<file path="src/rtl/period_meter_pkg.sv">
// rtl/period_meter_pkg.sv - shared types and default parameters for the period meter
// Purpose: FSM state encoding and default counter/timeout sizing.
// Ports: none (package).
package period_meter_pkg;

    typedef enum logic {
        IDLE = 1'b0,
        RUN  = 1'b1
    } pm_state_t;

    localparam int CNT_W_DEF   = 21;
    localparam int TIMEOUT_DEF = 2_000_000;

endpackage

</file>
<file path="src/rtl/period_meter_if.sv">
// rtl/period_meter_if.sv - result/handshake bundle between period meter and its consumer
// Purpose: carries the captured period, valid/ack handshake, edge pulse and sticky flags.
// Ports (master = meter side):
//   period_o  : last captured period in clk_i cycles
//   valid_o   : period_o holds an unacknowledged result
//   ack_i     : consumer acknowledge, meaningful only while valid_o = 1
//   edge_o    : one-cycle pulse per detected rising edge
//   overrun_o : sticky, a result was overwritten before being acknowledged
//   timeout_o : sticky, no edge arrived within TIMEOUT cycles
interface period_meter_if
    import period_meter_pkg::*;
#(
    parameter int CNT_W = CNT_W_DEF
);
    logic [CNT_W-1:0] period_o;
    logic             valid_o;
    logic             ack_i;
    logic             edge_o;
    logic             overrun_o;
    logic             timeout_o;

    modport master (
        output period_o, valid_o, edge_o, overrun_o, timeout_o,
        input  ack_i
    );

    modport slave (
        input  period_o, valid_o, edge_o, overrun_o, timeout_o,
        output ack_i
    );
endinterface

</file>
<file path="src/rtl/period_meter_sync_edge_detect.sv">
// rtl/period_meter_sync_edge_detect.sv - two-flop synchronizer plus rising-edge detector
// Purpose: brings an asynchronous line into clk_i and pulses rise_o once per rising edge.
// Ports:
//   clk_i   : system clock
//   reset_n : asynchronous active-low reset
//   async_i : asynchronous input line
//   rise_o  : one-cycle pulse, s2 & ~s3
module sync_edge_detect (
    input  logic clk_i,
    input  logic reset_n,
    input  logic async_i,
    output logic rise_o
);

    logic s1;
    logic s2;
    logic s3;

    always_ff @(posedge clk_i or negedge reset_n) begin
        if (!reset_n) begin
            s1 <= 1'b0;
            s2 <= 1'b0;
            s3 <= 1'b0;
        end else begin
            s1 <= async_i;
            s2 <= s1;
            s3 <= s2;
        end
    end

    // s1 may be metastable; only s2/s3 feed logic.
    assign rise_o = s2 & ~s3;

endmodule

</file>
<file path="src/rtl/period_meter.sv">
// rtl/period_meter.sv - measures the period of a slow asynchronous square wave in clk_i cycles
// Purpose: counts clk_i cycles between rising edges of sig_i and hands each result to a
//          consumer over a valid/ack handshake, with sticky overrun and timeout flags.
// Ports:
//   clk_i   : system clock
//   reset_n : asynchronous active-low reset
//   sig_i   : measured signal, asynchronous to clk_i
//   pm      : period_meter_if master (period_o, valid_o, ack_i, edge_o, overrun_o, timeout_o)
module period_meter
    import period_meter_pkg::*;
#(
    parameter int CNT_W   = CNT_W_DEF,
    parameter int TIMEOUT = TIMEOUT_DEF
) (
    input  logic           clk_i,
    input  logic           reset_n,
    input  logic           sig_i,
    period_meter_if.master pm
);

    localparam logic [CNT_W-1:0] COUNT_LAST = CNT_W'(TIMEOUT - 1);

    pm_state_t        state;
    logic [CNT_W-1:0] count;
    logic             rise;
    logic             capture;

    sync_edge_detect u_sync (
        .clk_i   (clk_i),
        .reset_n (reset_n),
        .async_i (sig_i),
        .rise_o  (rise)
    );

    assign pm.edge_o = rise;

    // The first edge after IDLE only starts the count; later edges close a period.
    assign capture = rise && (state == RUN);

    always_ff @(posedge clk_i or negedge reset_n) begin
        if (!reset_n) begin
            state        <= IDLE;
            count        <= '0;
            pm.period_o  <= '0;
            pm.valid_o   <= 1'b0;
            pm.overrun_o <= 1'b0;
            pm.timeout_o <= 1'b0;
        end else begin
            case (state)
                IDLE: begin
                    count <= '0;
                    if (rise) begin
                        state <= RUN;
                    end
                end
                RUN: begin
                    // An edge on the timeout cycle still counts as an edge.
                    if (rise) begin
                        count <= '0;
                    end else if (count == COUNT_LAST) begin
                        count        <= '0;
                        pm.timeout_o <= 1'b1;
                        state        <= IDLE;
                    end else begin
                        count <= count + CNT_W'(1);
                    end
                end
                default: begin
                    state <= IDLE;
                    count <= '0;
                end
            endcase

            if (capture) begin
                pm.period_o  <= count + CNT_W'(1);
                pm.timeout_o <= 1'b0;
            end

            // A capture coinciding with ack keeps valid high with the fresh data.
            if (capture) begin
                pm.valid_o <= 1'b1;
            end else if (pm.valid_o && pm.ack_i) begin
                pm.valid_o <= 1'b0;
            end

            // Setting an overrun takes priority over an ack clearing it.
            if (capture && pm.valid_o && !pm.ack_i) begin
                pm.overrun_o <= 1'b1;
            end else if (pm.valid_o && pm.ack_i) begin
                pm.overrun_o <= 1'b0;
            end
        end
    end

endmodule

</file>
<file path="src/flat_wrapper.sv">
// flat-port wrapper written by rule: the top's interface ports become plain ports
module period_meter_flat import period_meter_pkg::*;
#(
    parameter int CNT_W   = CNT_W_DEF,
    parameter int TIMEOUT = TIMEOUT_DEF
)
  (clk_i, reset_n, sig_i, pm_period_o, pm_valid_o, pm_edge_o, pm_overrun_o, pm_timeout_o, pm_ack_i);
  period_meter_if #(.CNT_W(CNT_W)) pm_i ();
  input  logic clk_i;
  input  logic reset_n;
  input  logic sig_i;
  output wire logic [$bits(pm_i.period_o)-1:0] pm_period_o;
  output wire logic [$bits(pm_i.valid_o)-1:0] pm_valid_o;
  output wire logic [$bits(pm_i.edge_o)-1:0] pm_edge_o;
  output wire logic [$bits(pm_i.overrun_o)-1:0] pm_overrun_o;
  output wire logic [$bits(pm_i.timeout_o)-1:0] pm_timeout_o;
  input wire logic [$bits(pm_i.ack_i)-1:0] pm_ack_i;
  assign pm_period_o = pm_i.period_o;
  assign pm_valid_o = pm_i.valid_o;
  assign pm_edge_o = pm_i.edge_o;
  assign pm_overrun_o = pm_i.overrun_o;
  assign pm_timeout_o = pm_i.timeout_o;
  assign pm_i.ack_i = pm_ack_i;
  period_meter #(.CNT_W(CNT_W), .TIMEOUT(TIMEOUT)) u_core (.clk_i(clk_i), .reset_n(reset_n), .sig_i(sig_i), .pm(pm_i));
endmodule
</file>
<file path="config.mk">
export PLATFORM = sky130hd
export DESIGN_NAME = period_meter_flat
export DESIGN_NICKNAME = d
export VERILOG_FILES = /design/src/rtl/period_meter_pkg.sv /design/src/rtl/period_meter_if.sv /design/src/rtl/period_meter_sync_edge_detect.sv /design/src/rtl/period_meter.sv /design/src/flat_wrapper.sv
export SDC_FILE = /design/constraint.sdc
export NUM_CORES = 1
export LEC_CHECK = 0
export ABC_CLOCK_PERIOD_IN_PS = 2000
export BUFFER_PORTS_ARGS = -buffer_cell sky130_fd_sc_hd__buf_4
export CAP_MARGIN = 20
export CORE_AREA = 4 4 88 90
export DETAILED_ROUTE_END_ITERATION = 8
export DIE_AREA = 0 0 92 94
export SLEW_MARGIN = 20
export SYNTH_ARGS = -nofsm -noshare
export SYNTH_HDL_FRONTEND = slang
export SYNTH_SLANG_ARGS = --single-unit
</file>
<file path="constraint.sdc">
create_clock -name clk_i -period 2 [get_ports clk_i]
set_input_delay 0.4 -clock clk_i [delete_from_list [all_inputs] [get_ports clk_i]]
set_output_delay 0.4 -clock clk_i [all_outputs]
set_load 0.1 [all_outputs]
</file>
---- Yosys cells after proc, flatten, opt, wreduce, memory -nomap -nowiden ----
Cells that the tools add are included.
cells by class
  reductions and logical operators ........ 10
  bitwise operators ....................... 3
  add/sub/neg operators ................... 1
  equality and inequality tests ........... 2
  mux-type cells .......................... 14
operators by type and width
  kind                                                             number
  21-bit two-way mux                                               2
  21-bit case mux with 2 select lines                              1
  21-bit by 1-bit adder with 21-bit output, second input constant  1
  21-bit == test, second input constant                            1
  1-bit two-way mux                                                10
  2-bit nonzero test                                               4
  1-bit logical AND                                                4
  3-bit AND reduction                                              1
  2-bit inequality test, second input constant                     1
  1-bit NOT                                                        2
  1-bit case mux with 2 select lines                               1
  1-bit AND                                                        1
  1-bit logical NOT                                                1
word-level totals
  input port bits ......................... 4
  word-level logic and storage cells ...... 39
  bits in registers ....................... 49

---- Logic depth before layout (Yosys ltp) ----
  word-level depth ........................ 6
  depth in mapped cells ................... 7
  gate-level depth less buffers ........... 5

---- By module ----
From an unflattened synthesis, not the netlist that was laid out.
second synthesis, totals
  cell total of the unflattened synthesis .. 194
  area total of the unflattened synthesis .. 2068.2 um2
by module, submodules not included
  module            cells an instance  times used  area each (um2)
  period_meter      190                1           1979.4
  sync_edge_detect  4                  1           88.8

---- Least setup slack after synthesis ----
No wires, ideal clock.
  path type ............................... reg-to-reg
  start point ............................. reg u_core.count[0]
  end point ............................... reg u_core.count[2]
  arrival ................................. 1682 ps
  path buffers ............................ 2
  setup time .............................. 132 ps
  path slack .............................. 186 ps
  stages on the path, launching flop included .. 8
  required time ........................... 1868 ps
  cell sequence ........................... dfrtp_1 > ha_1 > and3_1 > clkbuf_1 > nand3_1 > o211ai_1 > clkbuf_1 > nor2_1
on the way
  longest elaborated chain between the ends .. 4
  elaborated cells between the ends (all ways) .. 5
  classes of those cells .................. 1 x add/sub; 1 x eq/ne; 3 x mux
ends and longest elaborated chain
  element                                                                     RTL line                                source
  from (decl)                                                                 period_meter.sv:24                      logic [CNT_W-1:0] count;
  from (signal assigned)                                                      period_meter.sv:65                      count <= count + CNT_W'(1);
  21-bit by 1-bit adder with 21-bit output or 21-bit == test (tied branches)  period_meter.sv:65, period_meter.sv:60
  21-bit two-way mux *                                                        period_meter.sv:60                      end else if (count == COUNT_LAST) begin
  21-bit two-way mux *                                                        period_meter.sv:58                      if (rise) begin
  21-bit case mux with 2 select lines *                                       period_meter.sv:49                      case (state)
Mark *: on every way between the ends. The rest lies on a longest branch, timed or not.
A chain may end at the register's enable or synchronous reset.

---- Worst setup path in the final report ----
  start point ............................. reg u_core.count[7]
  end point ............................... reg u_core.pm.period_o[19]
on the way
  longest elaborated chain between the ends .. 1
ends and longest elaborated chain
  element                                   RTL line               source
  21-bit by 1-bit adder with 21-bit output  period_meter.sv:75     pm.period_o <= count + CNT_W'(1);
  to (signal assigned)                      period_meter.sv:75
  to (decl)                                 period_meter_if.sv:23  output period_o, valid_o, edge_o, overrun_o, timeout_o,
No other way between the ends.

==> out/qor.csv <==
stage;metric;value;unit
floorplan;initial_core_util;28.6;%
global_routing;grt_pass1_vias;1524;
clock_tree;cts-root-buf;clkbuf_8;
logic_synthesis;synth_area;2020;um^2
floorplan;fp-row-count;31;
power;combPwrFrac;28.8;%
critical_path;startpoint_type;flip-flop;
cells_and_area;multi_input_area;744;um^2
cells_and_area;fin_area;2440;um^2
place;dp_slack;0.147;ns
place;routabilityCongestion;0.894;
detailed_routing;first_pass_iters;4;
detailed_routing;post_drt_wl_per_cell;12.7;um
clock_tree;post_cts_buffers;0;
logic_synthesis;synth-xor-area-share;5.20;%
critical_path;end_kind;flip-flop;
place;hpwlAfterDp;2910;um
clock_tree;h-tree-depth;2;
clock_tree;clockBufferDepth;2;
logic_synthesis;syn-num-nets;201;
floorplan;die_h;94;um
logic_synthesis;synth_simple_gate_area_share;20.1;%
logic_synthesis;synth_cells;196;
global_routing;grt_overflow;0;
logic_synthesis;synthAdderAreaFrac;0.619;%
power;p_leak;1.11;nW
timing;tightest_slew;0.616;ns
logic_synthesis;synth_area_leaders;dfrtp_1 (61%), o21ai_0 (5.4%), nor2_1 (4.1%), nand2_1 (3.7%), xor2_1 (3.0%);
clock_tree;clkLatencyLatePin;0.29;ns
timing;finalSetupViolations;0;
logic_synthesis;yosysSeqAreaShare;60.7;%
timing;grt_setup_unrepaired;no;
timing;fin_ws;0.184;ns
cells_and_area;antenna_cells;0;
cells_and_area;fill_cells;757;
clock_tree;cts_tree;yes;
clock_tree;clkTransAtPathRegs;0.08;ns
cells_and_area;fin_nets;231;
clock_tree;cts_buffers;5;
timing;hold_viol;0;
logic_synthesis;synth.area.mux_share;0;%
detailed_routing;wl;4130;um
timing;max_slew_margin;59.0;%
logic_synthesis;yosys_warnings;0;
detailed_routing;ant_nets;0;
timing;fmax;551;MHz
power;p_sw;0.000917;W
power;power.density;988;nW/um^2
place;port_buffers;28;
critical_path;cp.arrival;2.03;ns
logic_synthesis;netlist.area_leader.share;60.7;%
critical_path;worstReg2RegEnd;u_core.pm.period_o[19]$_DFFE_PN0P_;
power;ir_worst_vdd;0.307;mV
logic_synthesis;synth.distinct_cells;29;
global_routing;grt_pass1_wl;7360;um
run;max_cap_viol_count;0;
logic_synthesis;syn_area_per_cell;10.3;um^2
critical_path;r2r_cells;4;
timing;skew;0.00615;ns
floorplan;io-pin-count;29;
logic_synthesis;ys_ff_latch;49;
critical_path;crit_fanout;8;
global_routing;grt_max_degree;50;
run_status;status;complete, no violations;
place;place_area;2350;um^2
critical_path;r2r-start;u_core.count[7]$_DFF_PN0_;
logic_synthesis;synth_top_family_by_area;simple AND/OR/NAND/NOR gates;
cells_and_area;layout-drive-gt1-share;19.5;%
cells_and_area;area_growth;20.7;%
min_path;hold_class;input pin to asynchronous set/reset pin;
power;seqPwrFrac;47.7;%
floorplan;core_area;7060;um^2
timing;report.final.slew_viol_count;0;
detailed_routing;vias;1462;
timing;finalSetupTns;0;ns
cells_and_area;seqCellArea;1230;um^2
power;sw_frac_of_total;38.0;%
timing;fin_crit_sh;90.8;%
logic_synthesis;synth_compound_area_share;11.0;%
critical_path;critPathRequiredTime;2.22;ns
logic_synthesis;yosysTopAreaCell;dfrtp_1;
power;power_frac_clock;23.5;%
detailed_routing;drcViolationCount;0;
power;internal_power;0.00149;W
critical_path;critPathKind;flip-flop to flip-flop;
detailed_routing;via_per_inst;4.50;
detailed_routing;drt_iter0_drc;65;
power;totalPowerFinal;0.00241;W
clock_tree;cts_sinks;49;
floorplan;dieArea;8650;um^2
global_routing;grt.total_usage;10.6;%
floorplan;die_w;92;um
timing;timing.final.crit_period;1.82;ns
global_routing;antenna_found_initial;0;
critical_path;reg2reg_slack;0.18;ns
-- synthesized netlist by cell type (all sizes together) --
library cell  count
xnor2             5
xor2              7
dfrtp            49
or4               1
clkbuf            8
nor3              3
and3              5
o21a              1
nand2            20
nand2b            1
or3               7
or2               2
a21oi             9
buf               1
nand4             6
inv               4
a31oi             7
nand3             8
nor4b             2
o21ai            22
and4              2
o31ai             1
nor4              1
ha                1
nor2             22
o211ai            1
-- through the flow --
step / hold slack (ns) / utilization, % / instances
after detailed placement: 0.343 / 33.3 / 318
after floorplan: 0.104 / - / 196
after global placement: 0.333 / 33.3 / 318
final: 0.113 / 34.6 / 325
after global routing: 0.168 / 34.6 / 325
after CTS: 0.143 / 34.5 / 325
-- cells by family (layout without fill, tap and decap cells) --
family,after synthesis,count (layout)
XOR/XNOR,12,12
AO/OA/AOI/OAI,41,41
adder cells (fa/ha/maj),1,1
AND/OR/NAND/NOR,80,80
buffers and inverters,13,43
flip-flops,49,49
-- worst max-delay path by stage --
| stage | slack [ns] | start | cells after the start | end |
|---|---|---|---|---|
| final | 0.18 | u_core.count[7]$_DFF_PN0_ | 4 | u_core.pm.period_o[19]$_DFFE_PN0P_ |
| after floorplan | 0.19 | u_core.count[0]$_DFF_PN0_ | 7 | u_core.count[2]$_DFF_PN0_ |
| after global routing | 0.005 | u_core.count[0]$_DFF_PN0_ | 6 | u_core.count[14]$_DFF_PN0_ |
| after detailed placement | 0.15 | u_core.count[0]$_DFF_PN0_ | 6 | u_core.count[2]$_DFF_PN0_ |
| after CTS | 0.14 | u_core.count[0]$_DFF_PN0_ | 6 | u_core.count[4]$_DFF_PN0_ |
| after global placement | 0.18 | u_core.count[0]$_DFF_PN0_ | 6 | u_core.count[19]$_DFF_PN0_ |
-- repair_timing --
| action | in CTS | in global routing |
|---|---|---|
| resized for setup | 0 | 1 |
| hold buffers | 0 | 0 |
| endpoints found under the setup margin | 0 | 20 |
-- power by group through the flow --
stage / logic (W) / clock network, W / registers, W
floorplan: 0.000127 / 0 / 0.00158
global placement: 0.000699 / 0 / 0.00117
detailed placement: 0.000702 / 0 / 0.00117
CTS: 0.000703 / 0.000603 / 0.00115
global route: 0.000727 / 0.000646 / 0.00117
finish: 0.000693 / 0.000567 / 0.00115
-- routing by layer --
layer	wire, um	share of wire [%]	global-route usage (%)	vias to the layer above
li1	-	-	-	735
met1	2080	50	14.8	689
met2	1800	43	15.8	31
met3	189	4.6	3.04	7
met4	71	1.7	3.71	0
met5	0	0	0	-
-- layout make-up --
cell class                      count  share of cell area [%]
Sequential cell                    49                    50.3
Multi-Input combinational cell    134                    30.5
Timing Repair Buffer               32                    10.0
Tap cell                           99                    5.08
Clock buffer                        7                    3.54
Inverter                            4                   0.615
-- cells in the final DEF, fill, tap and decap left out, types with 4 or more instances in the layout --
cell type,netlist,final
a21oi_1,9,9
a31oi_1,7,7
and3_1,4,4
buf_4,0,31
clkbuf_8,0,6
dfrtp_1,49,49
inv_1,4,4
nand2_1,20,20
nand3_1,8,8
nand4_1,5,5
nor2_1,22,22
o21ai_0,22,22
or3_1,7,7
xnor2_1,5,5
xor2_1,7,7
-- worst max-delay path, cell delays in order, from the launching register on --
cell and delay (ns):
dfrtp_1 0.47, nand4_2 0.16, or3_1 0.50, or4_4 0.45, a31oi_1 0.17
-- flip-flops by register name, indices dropped and copies added (netlist names) --
register	count
u_core.u_sync.s3	1
u_core.u_sync.s1	1
u_core.pm.valid_o	1
u_core.pm.timeout_o	1
u_core.count	21
u_core.u_sync.s2	1
u_core.pm.overrun_o	1
u_core.pm.period_o	21
u_core.state	1
(Power assumes the default switching activity.)
